## src/rtl/gpr_wb_arbiter_pkg.sv

```systemverilog
// Shared types and constants for the GPR write-back arbiter.
// Holds the source encodings, the starve counter width and a saturating increment.
package gpr_wb_arbiter_pkg;

  localparam int XLEN_DEF = 64;
  localparam int NREG     = 32;
  localparam int CNT_W    = 4;

  localparam logic [CNT_W-1:0] STARVE_SAT = 4'd15;

  typedef enum logic [1:0] {
    WB_ALU  = 2'd0,
    WB_LSU  = 2'd1,
    WB_MDU  = 2'd2,
    WB_NONE = 2'd3
  } wb_src_e;

  function automatic logic [CNT_W-1:0] sat_inc(input logic [CNT_W-1:0] v);
    return (v == STARVE_SAT) ? v : v + 4'd1;
  endfunction

endpackage

```

## src/rtl/gpr_wb_arbiter_rr.sv

```systemverilog
// LSU/MDU round-robin with a starvation counter.
// The winner is a pure function of the valids and ptr; override asks the top to pre-empt the ALU.
module gpr_wb_arbiter_rr
  import gpr_wb_arbiter_pkg::*;
#(
  parameter int STARVE_MAX = 4
) (
  input  logic    clk,
  input  logic    rst,
  input  logic    lsu_valid_i,
  input  logic    mdu_valid_i,
  input  logic    grant_i,
  output wb_src_e winner_o,
  output logic    override_o
);

  localparam logic [CNT_W-1:0] STARVE_TH = CNT_W'(STARVE_MAX);

  wb_src_e          ptr_q, ptr_d;
  logic [CNT_W-1:0] cnt_q, cnt_d;

  always_comb begin
    winner_o = WB_NONE;
    if (lsu_valid_i && mdu_valid_i) winner_o = ptr_q;
    else if (lsu_valid_i)           winner_o = WB_LSU;
    else if (mdu_valid_i)           winner_o = WB_MDU;
  end

  assign override_o = (winner_o != WB_NONE) && (cnt_q >= STARVE_TH);

  always_comb begin
    ptr_d = ptr_q;
    cnt_d = cnt_q;
    if (grant_i) begin
      ptr_d = (winner_o == WB_LSU) ? WB_MDU : WB_LSU;
      cnt_d = '0;
    end else if (lsu_valid_i || mdu_valid_i) begin
      cnt_d = sat_inc(cnt_q);
    end
  end

  always_ff @(posedge clk) begin
    if (rst) begin
      ptr_q <= WB_LSU;
      cnt_q <= '0;
    end else begin
      ptr_q <= ptr_d;
      cnt_q <= cnt_d;
    end
  end

endmodule

```

## src/rtl/gpr_wb_arbiter.sv

```systemverilog
// GPR write-back arbiter: picks one of ALU/LSU/MDU per cycle, registers the write port
// and maintains the pending-write scoreboard used by issue for hazard stalls.
module gpr_wb_arbiter
  import gpr_wb_arbiter_pkg::*;
#(
  parameter int XLEN       = XLEN_DEF,
  parameter int STARVE_MAX = 4
) (
  input  logic              clk,
  input  logic              rst,
  input  logic              alu_valid,
  output logic              alu_ready,
  input  logic [4:0]        alu_rd,
  input  logic [XLEN-1:0]   alu_data,
  input  logic              lsu_valid,
  output logic              lsu_ready,
  input  logic [4:0]        lsu_rd,
  input  logic [XLEN-1:0]   lsu_data,
  input  logic              mdu_valid,
  output logic              mdu_ready,
  input  logic [4:0]        mdu_rd,
  input  logic [XLEN-1:0]   mdu_data,
  input  logic              iss_valid,
  input  logic [4:0]        iss_rd,
  output logic [NREG-1:0]   busy,
  output logic [4:0]        rd,
  output logic              rd_w_en,
  output logic              rd_idx_0,
  output logic [XLEN-1:0]   x_rd
);

  wb_src_e rr_win;
  logic    rr_ovr;
  logic    rr_grant;
  wb_src_e sel;
  logic    xfer;

  logic [4:0]      src_rd;
  logic [XLEN-1:0] src_data;

  logic [4:0]      rd_q, rd_d;
  logic [XLEN-1:0] x_rd_q, x_rd_d;
  logic            rd_idx_0_q, rd_idx_0_d;
  logic            rd_w_en_q, rd_w_en_d;
  logic [NREG-1:1] busy_q, busy_d;

  gpr_wb_arbiter_rr #(
    .STARVE_MAX (STARVE_MAX)
  ) u_rr (
    .clk         (clk),
    .rst         (rst),
    .lsu_valid_i (lsu_valid),
    .mdu_valid_i (mdu_valid),
    .grant_i     (rr_grant),
    .winner_o    (rr_win),
    .override_o  (rr_ovr)
  );

  // ALU wins unless the LSU/MDU side has waited too long; nothing is granted in reset.
  always_comb begin
    sel = WB_NONE;
    if (!rst) begin
      if (alu_valid && !rr_ovr) sel = WB_ALU;
      else                      sel = rr_win;
    end
  end

  assign alu_ready = (sel == WB_ALU);
  assign lsu_ready = (sel == WB_LSU);
  assign mdu_ready = (sel == WB_MDU);
  assign rr_grant  = lsu_ready || mdu_ready;
  assign xfer      = (sel != WB_NONE);

  always_comb begin
    src_rd   = alu_rd;
    src_data = alu_data;
    case (sel)
      WB_LSU: begin
        src_rd   = lsu_rd;
        src_data = lsu_data;
      end
      WB_MDU: begin
        src_rd   = mdu_rd;
        src_data = mdu_data;
      end
      default: begin
        src_rd   = alu_rd;
        src_data = alu_data;
      end
    endcase
  end

  always_comb begin
    rd_d       = rd_q;
    x_rd_d     = x_rd_q;
    rd_idx_0_d = rd_idx_0_q;
    rd_w_en_d  = 1'b0;
    if (xfer) begin
      rd_d       = src_rd;
      x_rd_d     = src_data;
      rd_idx_0_d = (src_rd == 5'd0);
      rd_w_en_d  = (src_rd != 5'd0);
    end
  end

  // Clear on the write edge, then set: a fresh issue to the same index must stay pending.
  always_comb begin
    busy_d = busy_q;
    for (int i = 1; i < NREG; i++) begin
      if (xfer && (src_rd == 5'(i)))       busy_d[i] = 1'b0;
      if (iss_valid && (iss_rd == 5'(i)))  busy_d[i] = 1'b1;
    end
  end

  always_ff @(posedge clk) begin
    if (rst) begin
      rd_q       <= '0;
      x_rd_q     <= '0;
      rd_idx_0_q <= 1'b1;
      rd_w_en_q  <= 1'b0;
      busy_q     <= '0;
    end else begin
      rd_q       <= rd_d;
      x_rd_q     <= x_rd_d;
      rd_idx_0_q <= rd_idx_0_d;
      rd_w_en_q  <= rd_w_en_d;
      busy_q     <= busy_d;
    end
  end

  assign rd       = rd_q;
  assign x_rd     = x_rd_q;
  assign rd_idx_0 = rd_idx_0_q;
  assign rd_w_en  = rd_w_en_q;
  assign busy     = {busy_q, 1'b0};

  a_ready_onehot: assert property (@(posedge clk) $onehot0({alu_ready, lsu_ready, mdu_ready}));
  a_ready_valid:  assert property (@(posedge clk)
    (!alu_ready || alu_valid) && (!lsu_ready || lsu_valid) && (!mdu_ready || mdu_valid));

endmodule

```

## config.mk

```make
export PLATFORM = sky130hd
export DESIGN_NAME = gpr_wb_arbiter
export DESIGN_NICKNAME = d
export VERILOG_FILES = /design/src/rtl/gpr_wb_arbiter_pkg.sv /design/src/rtl/gpr_wb_arbiter_rr.sv /design/src/rtl/gpr_wb_arbiter.sv
export SDC_FILE = /design/constraint.sdc
export NUM_CORES = 1
export LEC_CHECK = 0
export ABC_AREA = 0
export CORE_AREA = 2 2 125 127
export CTS_CLUSTER_DIAMETER = 150
export DETAILED_ROUTE_END_ITERATION = 16
export DIE_AREA = 0 0 127 129
export DONT_BUFFER_PORTS = 1
export GPL_TIMING_DRIVEN = 0
export MAX_ROUTING_LAYER = met4
export SLEW_MARGIN = 20
export SYNTH_ARGS = -nofsm -noshare
export SYNTH_HDL_FRONTEND = slang
export SYNTH_SLANG_ARGS = --single-unit
```

## constraint.sdc

```tcl
create_clock -name clk -period 5.1 [get_ports clk]
set_input_delay 1.02 -clock clk [delete_from_list [all_inputs] [get_ports clk]]
set_output_delay 1.02 -clock clk [all_outputs]
set_load 0.03 [all_outputs]
```

==> insert_results.sql, run 1 <==
INSERT INTO impl_metrics (metric_group, metric, value, unit) VALUES
('yosys', 'combinational_family_with_the_most_area_after_synthesis', 'compound AO/OA/AOI/OAI gates', ''),
('critical_path', 'critical_path_required_time', '5.29', 'ns'),
('finish', 'share_of_cells_above_drive_strength_1', '9.19', '%'),
('timing', 'skew', '0.0112', 'ns'),
('routing', 'detail_route.vias_per_cell', '6.21', ''),
('yosys', 'synthDistinctLibCells', '36', ''),
('yosys', 'synthTopCellsByArea', 'dfxtp_1 39%, nor2_1 13%, a211oi_1 13%', ''),
('routing', 'detailroute.wirelength.met3', '1860', 'um'),
('die', 'initial_core_util', '37.4', '%'),
('critical_path', 'startpoint_type', 'primary input', ''),
('die', 'die_w', '127', 'um'),
('clocking', 'clock_path_buffers', '2', ''),
('grt', 'grt.total_usage', '24.5', '%'),
('placed_design', 'place.gp.congestion', '0.888', ''),
('timing', 'final-setup-viol-count', '0', ''),
('yosys', 'netlist_area', '0.00560', 'sq mm'),
('yosys', 'synth-compound-area-share', '30.9', '%'),
('timing', 'setup_tns_final', '0', 'ns'),
('placed_design', 'portBuffers', '0', ''),
('die', 'io_pins', '324', ''),
('yosys', 'synth_top_cell_area_share', '38.6', '%'),
('die', 'row_count', '45', ''),
('yosys', 'syn_nets', '937', ''),
('routing', 'route.layer.met1.wl', '8320', 'um'),
('routing', 'wl_met2', '10100', 'um'),
('clocking', 'post_cts.resized_instances', '0', ''),
('routing', 'first_pass_iters', '5', ''),
('job', 'max_cap_viol_count', '0', ''),
('critical_path', 'crit_arrival', '4.12', 'ns'),
('yosys', 'synth_area_per_cell', '7.84', 'sq um'),
('clocking', 'cts-buffers-inserted', '9', ''),
('critical_path', 'cpMostUsedCell', 'clkbuf_1', ''),
('power', 'sw_frac_of_total', '34.7', '%'),
('power', 'internal_power', '1.58', 'mW'),
('critical_path', 'crit_path_end_kind', 'flip-flop', ''),
('power', 'p_leak', '2.12', 'nW'),
('grt', 'grt_pass1_wl', '29800', 'um'),
('routing', 'drcViolationCount', '0', ''),
('yosys', 'yosys.area_share.simple', '21.9', '%'),
('finish', 'area_growth_syn_to_layout', '10.3', '%'),
('routing', 'wl', '21000', 'um'),
('grt', 'globalRoute.totalOverflow', '0', ''),
('power', 'seq_power_share', '45.4', '%'),
('power', 'power.combinational.fraction', '21.5', '%'),
('critical_path', 'critical-path-slowest-cell', 'nor4_1', ''),
('routing', 'route.top_layer_used', 'met4', ''),
('yosys', 'synth-main-ff-cell', 'dfxtp_1', ''),
('yosys', 'synthAdderAreaFrac', '1.12', '%'),
('timing', 'layout_worst_path_cycle_share', '77.2', '%'),
('critical_path', 'critical_path.max_fanout', '10', ''),
('critical_path', 'worst-setup-path-type', 'in2reg', ''),
('critical_path', 'path_cells', 'clkbuf_1 > clkbuf_1 > a21oi_1 > ha_1 > a22oi_1 > a21oi_4 > nor4_1 > a211oi_1', ''),
('run_status', 'run_status', 'finished, final reports clean', ''),
('clocking', 'postCtsSetupBuffers', '0', ''),
('power', 'pwr_density_cell', '392', 'mW/mm^2'),
('yosys', 'asyncSetResetFlopFracSynth', '0', '%'),
('routing', 'initialDrtViolationCount', '386', ''),
('yosys', 'cell_taking_the_most_area_after_synthesis', 'dfxtp_1', ''),
('routing', 'post_drt_wl_per_cell', '22.8', 'um'),
('yosys', 'portion_of_netlist_area_occupied_by_mux_cells', '1.07', '%'),
('power', 'total_power', '2.42', 'mW'),
('clocking', 'clk_root_buffer_cell', 'clkbuf_16', ''),
('clocking', 'cts_tree', 'done', ''),
('timing', 'finalHoldViolations', '0', ''),
('yosys', 'synth-xor-area-share', '0.313', '%'),
('yosys', 'synth.yosys.seq_area_share', '38.6', '%'),
('timing', 'final_max_tran_viols', '0', ''),
('power', 'clock_power_share', '33.1', '%'),
('yosys', 'top_cell_types_by_occurrence_after_synthesis', '195 x nor2_1, 108 x dfxtp_1, 95 x a211oi_1', ''),
('timing', 'worst_pin_slew', '0.856', 'ns'),
('yosys', 'cell_count_after_synthesis', '714', '');
==> metrics by stage <==
stage	std cells	hold slack (ns)	utilization, %	instance area (sq um)	setup slack [ns]
after global placement	902	0.467	39.0	5840	0.911
after CTS	917	0.488	41.2	6170	1.22
after floorplan	714	0.450	-	5600	1.97
final	918	0.490	41.2	6180	1.17
after detailed placement	902	0.477	39.0	5840	0.858
after global routing	918	0.511	41.2	6180	0.964
==> worst paths after layout <==
path         depth (start not counted)           from  slack [ns]            end
max reg2reg                          9  u_rr.ptr_q[1]        2.07      busy_q[7]
max                                  8            rst        1.17      busy_q[7]
min reg2reg                          2  u_rr.ptr_q[1]        0.49  u_rr.ptr_q[1]
min                                  2  u_rr.ptr_q[1]        0.49  u_rr.ptr_q[1]
==> cell families after synthesis <==
family | count (synthesis)
AOI/OAI and AO/OA | 253
and+or+nand+nor | 269
muxes | 6
xor gates and xnor gates | 2
DFF | 108
other | 1
adders and majority gates | 5
buffers and inverters | 70
==> layout by cell type, fill, tap and decap left out, drive strengths merged, types with 4 or more instances in the layout <==
| cell | synthesis | routed |
|---|---|---|
| clkbuf | 30 | 40 |
| mux2i | 6 | 6 |
| a211oi | 95 | 95 |
| nand2 | 6 | 6 |
| a22oi | 69 | 69 |
| nand2b | 5 | 5 |
| nor4 | 8 | 8 |
| nor2 | 195 | 195 |
| ha | 5 | 5 |
| nor3 | 42 | 42 |
| buf | 39 | 39 |
| o21ai | 4 | 4 |
| a21oi | 73 | 73 |
| dfxtp | 108 | 108 |
| a21o | 8 | 8 |
==> routing by layer <==
layer / vias up / global-route usage, %
met5: - / -
met4: 0 / 10.7
met3: 48 / 6.57
li1: 2637 / -
met2: 298 / 39.6
met1: 2717 / 28.7
==> power groups by stage <==
| stage | clock network [mW] | registers [mW] | logic [mW] |
|---|---|---|---|
| 2_1_floorplan | 0 | 1.09 | 0.395 |
| 3_3_place_gp | 0 | 1.12 | 0.501 |
| 3_5_place_dp | 0 | 1.12 | 0.516 |
| 4_1_cts | 0.821 | 1.10 | 0.518 |
| 5_1_grt | 0.854 | 1.10 | 0.576 |
| 6_report | 0.801 | 1.10 | 0.521 |
==> worst max-delay path, delay by kind of cell <==
family / cells / cell delay (ns)
buffers and inverters: 2 / 1.03
AND/OR/NAND/NOR: 1 / 0.68
AO/OA/AOI/OAI: 4 / 0.93
adder cells (fa/ha/maj): 1 / 0.46
==> layout make-up <==
type	instances	area (sq um)	share of cell area, %
Antenna cell	1	2.50	0.0405
Buffer	69	337	5.45
Clock buffer	10	239	3.87
Clock inverter	5	100	1.62
Inverter	1	3.75	0.0608
Multi-Input combinational cell	536	3100	50.2
Sequential cell	108	2160	35.0
Tap cell	188	235	3.81
==> state kept, by name, summed over array words and instances, names as in the netlist <==
register / count
x_rd: 64
u_rr.cnt_q: 4
rd: 5
u_rr.ptr_q: 2
rd_idx_0: 1
rd_w_en: 1
busy_q: 31
Power figures use the tool's default switching activity.
==> inputs of run 2 (changes only) <==
==> constraint.sdc (replaced) <==
create_clock -name clk -period 3.4 [get_ports clk]
set_input_delay 0.68 -clock clk [delete_from_list [all_inputs] [get_ports clk]]
set_output_delay 0.68 -clock clk [all_outputs]
set_load 0.03 [all_outputs]
==> run 2 against run 1 <==
Combinational power is 50% higher. Critical path depth is 1 higher. Final area is 0.16% higher. Utilization is 0.067 points higher. Register-to-register slack worse by 1.6 ns. Clock skew is 0.00084 ns higher. Largest cell class unchanged.
==> insert_results.sql, run 2 (same netlist as run 1, synthesis figures left out) <==
INSERT INTO impl_metrics (metric_group, metric, value, unit) VALUES
('critical_path', 'crit_path_end_kind', 'flip-flop', ''),
('power', 'total_power', '3.63', 'mW'),
('clocking', 'clock_tree.htree_level_count', '3', ''),
('routing', 'initialDrtViolationCount', '388', ''),
('critical_path', 'critical_path_required_time', '3.60', 'ns'),
('finish', 'share_of_cells_above_drive_strength_1', '9.60', '%'),
('placed_design', 'place.gp.congestion', '0.888', ''),
('routing', 'wl', '21000', 'um'),
('timing', 'worst_pin_slew', '0.659', 'ns'),
('placed_design', 'portBuffers', '0', ''),
('clocking', 'clk_root_buffer_cell', 'clkbuf_16', ''),
('power', 'vdd_ir_drop_max', '0.310', 'mV'),
('grt', 'grt_pass1_wl', '29800', 'um'),
('clocking', 'clk-insertion-delay-late', '0.35', 'ns'),
('die', 'die_w', '127', 'um'),
('grt', 'grt.total_usage', '24.4', '%'),
('power', 'sw_frac_of_total', '34.7', '%'),
('routing', 'drtAntennaViolNets', '0', ''),
('timing', 'timing.final.crit_period', '3.06', 'ns'),
('die', 'fp.dieH', '129', 'um'),
('clocking', 'cts_hold_buffers', '0', ''),
('clocking', 'numClockSinks', '108', ''),
('die', 'row_count', '45', ''),
('critical_path', 'critical_path.max_fanout', '10', ''),
('die', 'initial_core_util', '37.4', '%'),
('finish', 'most-common-layout-cells', '195 x nor2_1, 108 x dfxtp_1, 95 x a211oi_1', ''),
('timing', 'rsz_0062_raised_after_global_routing', 'no', ''),
('timing', 'hold_slack', '0.489', 'ns'),
('clocking', 'clk_pin_slew', '0.07', 'ns'),
('finish', 'nFillCells', '1549', ''),
('die', 'io_pins', '324', ''),
('timing', 'final-setup-viol-count', '0', ''),
('timing', 'finalWorstSetupSlack', '0.335', 'ns'),
('power', 'clock_power_share', '33.1', '%'),
('timing', 'timing.fmax', '0.326', 'GHz'),
('routing', 'drcViolationCount', '0', ''),
('grt', 'maximum_number_of_pins_on_one_net_before_global_route_repair', '17', ''),
('routing', 'first_pass_iters', '5', ''),
('power', 'seq_power_share', '45.3', '%'),
('power', 'internal_power', '2.37', 'mW'),
('power', 'net-switching-power', '1.26', 'mW'),
('clocking', 'cts_tree', 'done', ''),
('finish', 'final_common_cell', 'nor2_1', ''),
('placed_design', 'placement.setup.worst_slack', '-0.502', 'ns'),
('die', 'overall_die_area', '0.0164', 'sq mm'),
('critical_path', 'crit_arrival', '3.27', 'ns'),
('power', 'pwr_density_cell', '587', 'mW/mm^2'),
('finish', 'layout_net_count', '948', ''),
('power', 'power.combinational.fraction', '21.5', '%'),
('worst_hold_path', 'hold_class', 'reg2reg', ''),
('timing', 'final_max_tran_viols', '0', ''),
('grt', 'globalRoute.totalOverflow', '0', ''),
('clocking', 'cts-buffers-inserted', '9', ''),
('job', 'max_cap_viol_count', '0', ''),
('grt', 'grt_pass1_vias', '5307', ''),
('finish', 'area_growth_syn_to_layout', '10.5', '%'),
('grt', 'number_of_antenna_violations_at_the_first_check_in_global_routing', '1', ''),
('timing', 'worst_slew_margin_rel', '56.1', '%'),
('routing', 'detail_route.vias_per_cell', '6.22', ''),
('run_status', 'run_status', 'finished, final reports clean', ''),
('clocking', 'clock_path_buffers', '2', ''),
('routing', 'route.vias.total', '5706', ''),
('placed_design', 'dp.final_hpwl', '16100', 'um'),
('finish', 'largest_reg_flops', '64', ''),
('timing', 'skew', '0.0120', 'ns'),
('routing', 'post_drt_wl_per_cell', '22.8', 'um'),
('timing', 'layout_worst_path_cycle_share', '90.1', '%'),
('power', 'p_leak', '2.13', 'nW'),
('critical_path', 'worst-setup-path-type', 'in2reg', ''),
('die', 'core_region_area', '0.0150', 'sq mm'),
('timing', 'finalHoldViolations', '0', ''),
('critical_path', 'startpoint_type', 'primary input', '');
[run 2: routing by layer]
metal  track usage (%)  vias to the layer above  wire length [um]
li1                  -                     2637                 -
met2              39.8                      304             10200
met4              10.1                        0               626
met1              28.6                     2720              8220
met3              6.53                       45              1920
met5                 -                        -                 0
[run 2: critical path: stages]
cell and delay [ns]:
clkbuf_2 0.23, clkbuf_1 0.34, a21oi_1 0.29, ha_2 0.45
a22oi_1 0.18, a21o_1 0.26, buf_2 0.20, nor4_2 0.48
a211oi_1 0.15
[run 2: through the flow]
| step | instance area [sq um] | util, % | TNS [ns] | std cells |
|---|---|---|---|---|
| 4_1_cts | 6180 | 41.3 | 0 | 917 |
| 3_3_place_gp | 5840 | 39.0 | -17.04 | 902 |
| 3_5_place_dp | 5840 | 39.0 | -22.12 | 902 |
| 5_1_grt | 6190 | 41.3 | 0 | 918 |
| 2_1_floorplan | 5600 | - | 0 | 714 |
| 6_report | 6190 | 41.3 | 0 | 918 |
[run 2: power groups by stage]
stage / logic (mW) / clock network, mW / registers, mW
2_1_floorplan: 0.593 / 0 / 1.63
3_3_place_gp: 0.752 / 0 / 1.68
3_5_place_dp: 0.773 / 0 / 1.68
4_1_cts: 0.779 / 1.23 / 1.65
5_1_grt: 0.865 / 1.28 / 1.65
6_report: 0.783 / 1.20 / 1.65
[run 2: area by class of cell]
type | count | area [sq um] | share of cell area (%)
clock inverters | 5 | 100 | 1.62
plain buffers | 69 | 338 | 5.46
inverters | 1 | 3.75 | 0.0607
clock buffers | 10 | 239 | 3.86
multi-input cells | 536 | 3110 | 50.2
well taps | 188 | 235 | 3.80
flip-flops and latches | 108 | 2160 | 34.9
diodes | 1 | 2.50 | 0.0404
[run 2: final timing paths]
kind,startpoint,end,cells past startpoint,slack [ns]
setup / recovery,rst,busy_q[13],9,0.34
hold / removal,u_rr.ptr_q[1],u_rr.ptr_q[1],2,0.49
setup reg to reg,u_rr.ptr_q[1],busy_q[13],10,0.47
hold reg to reg,u_rr.ptr_q[1],u_rr.ptr_q[1],2,0.49
[run 2: repair_timing]
action,in CTS,in global routing
buffers inserted,0,0
gates resized for setup,2,1
endpoints found under the setup margin,13,19
==> inputs of run 3 (changes only) <==
--- a/config.mk
+++ b/config.mk
@@ -6,13 +6,13 @@
 export NUM_CORES = 1
 export LEC_CHECK = 0
 export ABC_AREA = 0
+export BUFFER_PORTS_ARGS = -buffer_cell sky130_fd_sc_hd__buf_2
 export CORE_AREA = 2 2 125 127
 export CTS_CLUSTER_DIAMETER = 150
 export DETAILED_ROUTE_END_ITERATION = 16
 export DIE_AREA = 0 0 127 129
-export DONT_BUFFER_PORTS = 1
-export GPL_TIMING_DRIVEN = 0
 export MAX_ROUTING_LAYER = met4
+export PLACE_DENSITY = 0.73
 export SLEW_MARGIN = 20
 export SYNTH_ARGS = -nofsm -noshare
 export SYNTH_HDL_FRONTEND = slang
==> run 3 against run 2 <==
Sequential share of layout area decreased by 6.4 points. Global-route usage decreased by 1.8 points. Clock power decreased by 19%. Total power decreased by 2.2%. Largest power group unchanged. Setup slack improved by 0.16 ns.
==> insert_results.sql, run 3 (same netlist as run 1, synthesis figures left out) <==
INSERT INTO impl_metrics (metric_group, metric, value, unit) VALUES
('timing', 'skew', '0.00972', 'ns'),
('routing', 'drtAntennaViolNets', '0', ''),
('die', 'core_region_area', '0.0150', 'sq mm'),
('critical_path', 'startpoint_type', 'primary input', ''),
('timing', 'worst_slew_margin_rel', '25.7', '%'),
('finish', 'layout.cell_area.non_filler', '0.00757', 'sq mm'),
('die', 'overall_die_area', '0.0164', 'sq mm'),
('routing', 'route.vias.total', '6370', ''),
('die', 'io_pins', '324', ''),
('clocking', 'numClockSinks', '108', ''),
('routing', 'post_drt_wl_per_cell', '16.3', 'um'),
('finish', 'final_common_cell', 'buf_2', ''),
('die', 'initial_core_util', '37.4', '%'),
('critical_path', 'reg2reg_depth', '11', ''),
('grt', 'grt_pass1_vias', '5620', ''),
('placed_design', 'place.gp.congestion', '0.900', ''),
('timing', 'rsz_0062_raised_after_global_routing', 'no', ''),
('timing', 'timing.final.crit_period', '2.90', 'ns'),
('grt', 'number_of_antenna_violations_at_the_first_check_in_global_routing', '0', ''),
('critical_path', 'crit_path_end_kind', 'primary output', ''),
('finish', 'nFillCells', '1516', ''),
('placed_design', 'dp.final_hpwl', '14400', 'um'),
('power', 'net-switching-power', '1.27', 'mW'),
('timing', 'final_max_tran_viols', '0', ''),
('power', 'power.combinational.fraction', '32.7', '%'),
('placed_design', 'placed_area', '0.00730', 'sq mm'),
('routing', 'drcViolationCount', '0', ''),
('clocking', 'cts-buffers-inserted', '9', ''),
('placed_design', 'portBuffers', '322', ''),
('finish', 'share_of_cells_above_drive_strength_1', '36.9', '%'),
('grt', 'maximum_number_of_pins_on_one_net_before_global_route_repair', '104', ''),
('timing', 'setup_tns_final', '0', 'ns'),
('finish', 'n_antenna_cell', '0', ''),
('power', 'internal_power', '2.28', 'mW'),
('critical_path', 'worst-setup-path-type', 'in2out', ''),
('routing', 'initialDrtViolationCount', '332', ''),
('power', 'vdd_ir_drop_max', '0.234', 'mV'),
('die', 'die_w', '127', 'um'),
('timing', 'final-setup-viol-count', '0', ''),
('die', 'fp.dieH', '129', 'um'),
('grt', 'globalRoute.totalOverflow', '0', ''),
('placed_design', 'placement.setup.worst_slack', '0.421', 'ns'),
('power', 'p_leak', '3.37', 'nW'),
('grt', 'grt.total_usage', '22.6', '%'),
('clocking', 'cts_hold_buffers', '0', ''),
('clocking', 'clock_path_buffers', '2', ''),
('clocking', 'clk-insertion-delay-late', '0.35', 'ns'),
('run_status', 'run_status', 'finished, final reports clean', ''),
('grt', 'grt_pass1_wl', '28700', 'um'),
('critical_path', 'critical_path.max_fanout', '19', ''),
('clocking', 'clk_root_buffer_cell', 'clkbuf_16', ''),
('finish', 'area_growth_syn_to_layout', '35.1', '%'),
('clocking', 'cts_tree', 'done', ''),
('power', 'total_power', '3.55', 'mW'),
('die', 'row_count', '45', ''),
('power', 'seq_power_share', '39.8', '%'),
('clocking', 'clk_pin_slew', '0.07', 'ns'),
('power', 'sw_frac_of_total', '35.9', '%'),
('critical_path', 'crit_arrival', '2.22', 'ns'),
('job', 'max_cap_viol_count', '0', ''),
('timing', 'timing.fmax', '0.345', 'GHz'),
('worst_hold_path', 'hold_class', 'reg2reg', ''),
('clocking', 'post_cts.resized_instances', '0', ''),
('timing', 'finalWorstSetupSlack', '0.498', 'ns'),
('critical_path', 'critical_path_required_time', '2.72', 'ns'),
('worst_hold_path', 'min_path_cells', '2', ''),
('timing', 'finalHoldViolations', '0', ''),
('finish', 'postLayoutCoreUtil', '50.5', '%'),
('routing', 'wl', '19400', 'um'),
('routing', 'detail_route.vias_per_cell', '5.36', ''),
('finish', 'layout_net_count', '1218', ''),
('power', 'clock_power_share', '27.5', '%'),
('clocking', 'clock_tree.htree_level_count', '3', ''),
('finish', 'largest_reg_flops', '64', ''),
('timing', 'layout_worst_path_cycle_share', '85.4', '%'),
('timing', 'worst_pin_slew', '1.12', 'ns'),
('routing', 'first_pass_iters', '5', ''),
('finish', 'most-common-layout-cells', '321 x buf_2, 195 x nor2_1, 108 x dfxtp_1', ''),
('clocking', 'postCtsSetupBuffers', '0', ''),
('power', 'pwr_density_cell', '470', 'mW/mm^2');
## run 3: layout make-up
class	instances	area, sq um	area share (%)
multi-input cells	536	3120	41.2
flip-flops and latches	108	2160	28.6
repair buffers	339	1780	23.5
well taps	188	235	3.11
clock buffers	11	233	3.08
clock inverters	5	38.8	0.513
inverters	1	3.75	0.0496
## run 3: stage by stage
step,hold WS [ns],instances
3_3_place_gp,0.456,1172
5_1_grt,0.511,1188
4_1_cts,0.481,1188
6_report,0.472,1188
3_5_place_dp,0.464,1172
2_1_floorplan,0.450,714
## run 3: path summary, 6_finish.rpt
kind,start,to,slack [ns]
setup / recovery,mdu_valid,lsu_ready,0.50
hold / removal,rd_idx_0,rd_idx_0,0.47
setup reg to reg,u_rr.ptr_q[0],busy_q[7],0.92
hold reg to reg,rd_idx_0,rd_idx_0,0.47
## run 3: power by group through the flow
stage	logic [mW]	registers, mW	clock network (mW)
2_1_floorplan	0.593	1.63	0
5_1_grt	1.26	1.42	1.05
3_5_place_dp	1.16	1.44	0
3_3_place_gp	1.15	1.44	0
4_1_cts	1.16	1.41	1.01
6_report	1.16	1.41	0.978
## run 3: routing by layer
layer / track usage, % / wire (um) / part of all wire [%]
met1: 26.6 / 8010 / 41
met3: 4.41 / 1410 / 7.3
met5: - / 0 / 0
met4: 7.95 / 366 / 1.9
met2: 38.8 / 9590 / 49
## run 3: worst max-delay path, stage by stage
cell	delay (ns)
buf_2	0.12
nand2_1	0.08
nand2_1	0.08
o21ai_0	0.23
a21o_1	0.21
ha_2	0.29
buf_4	0.28
buf_2	0.24
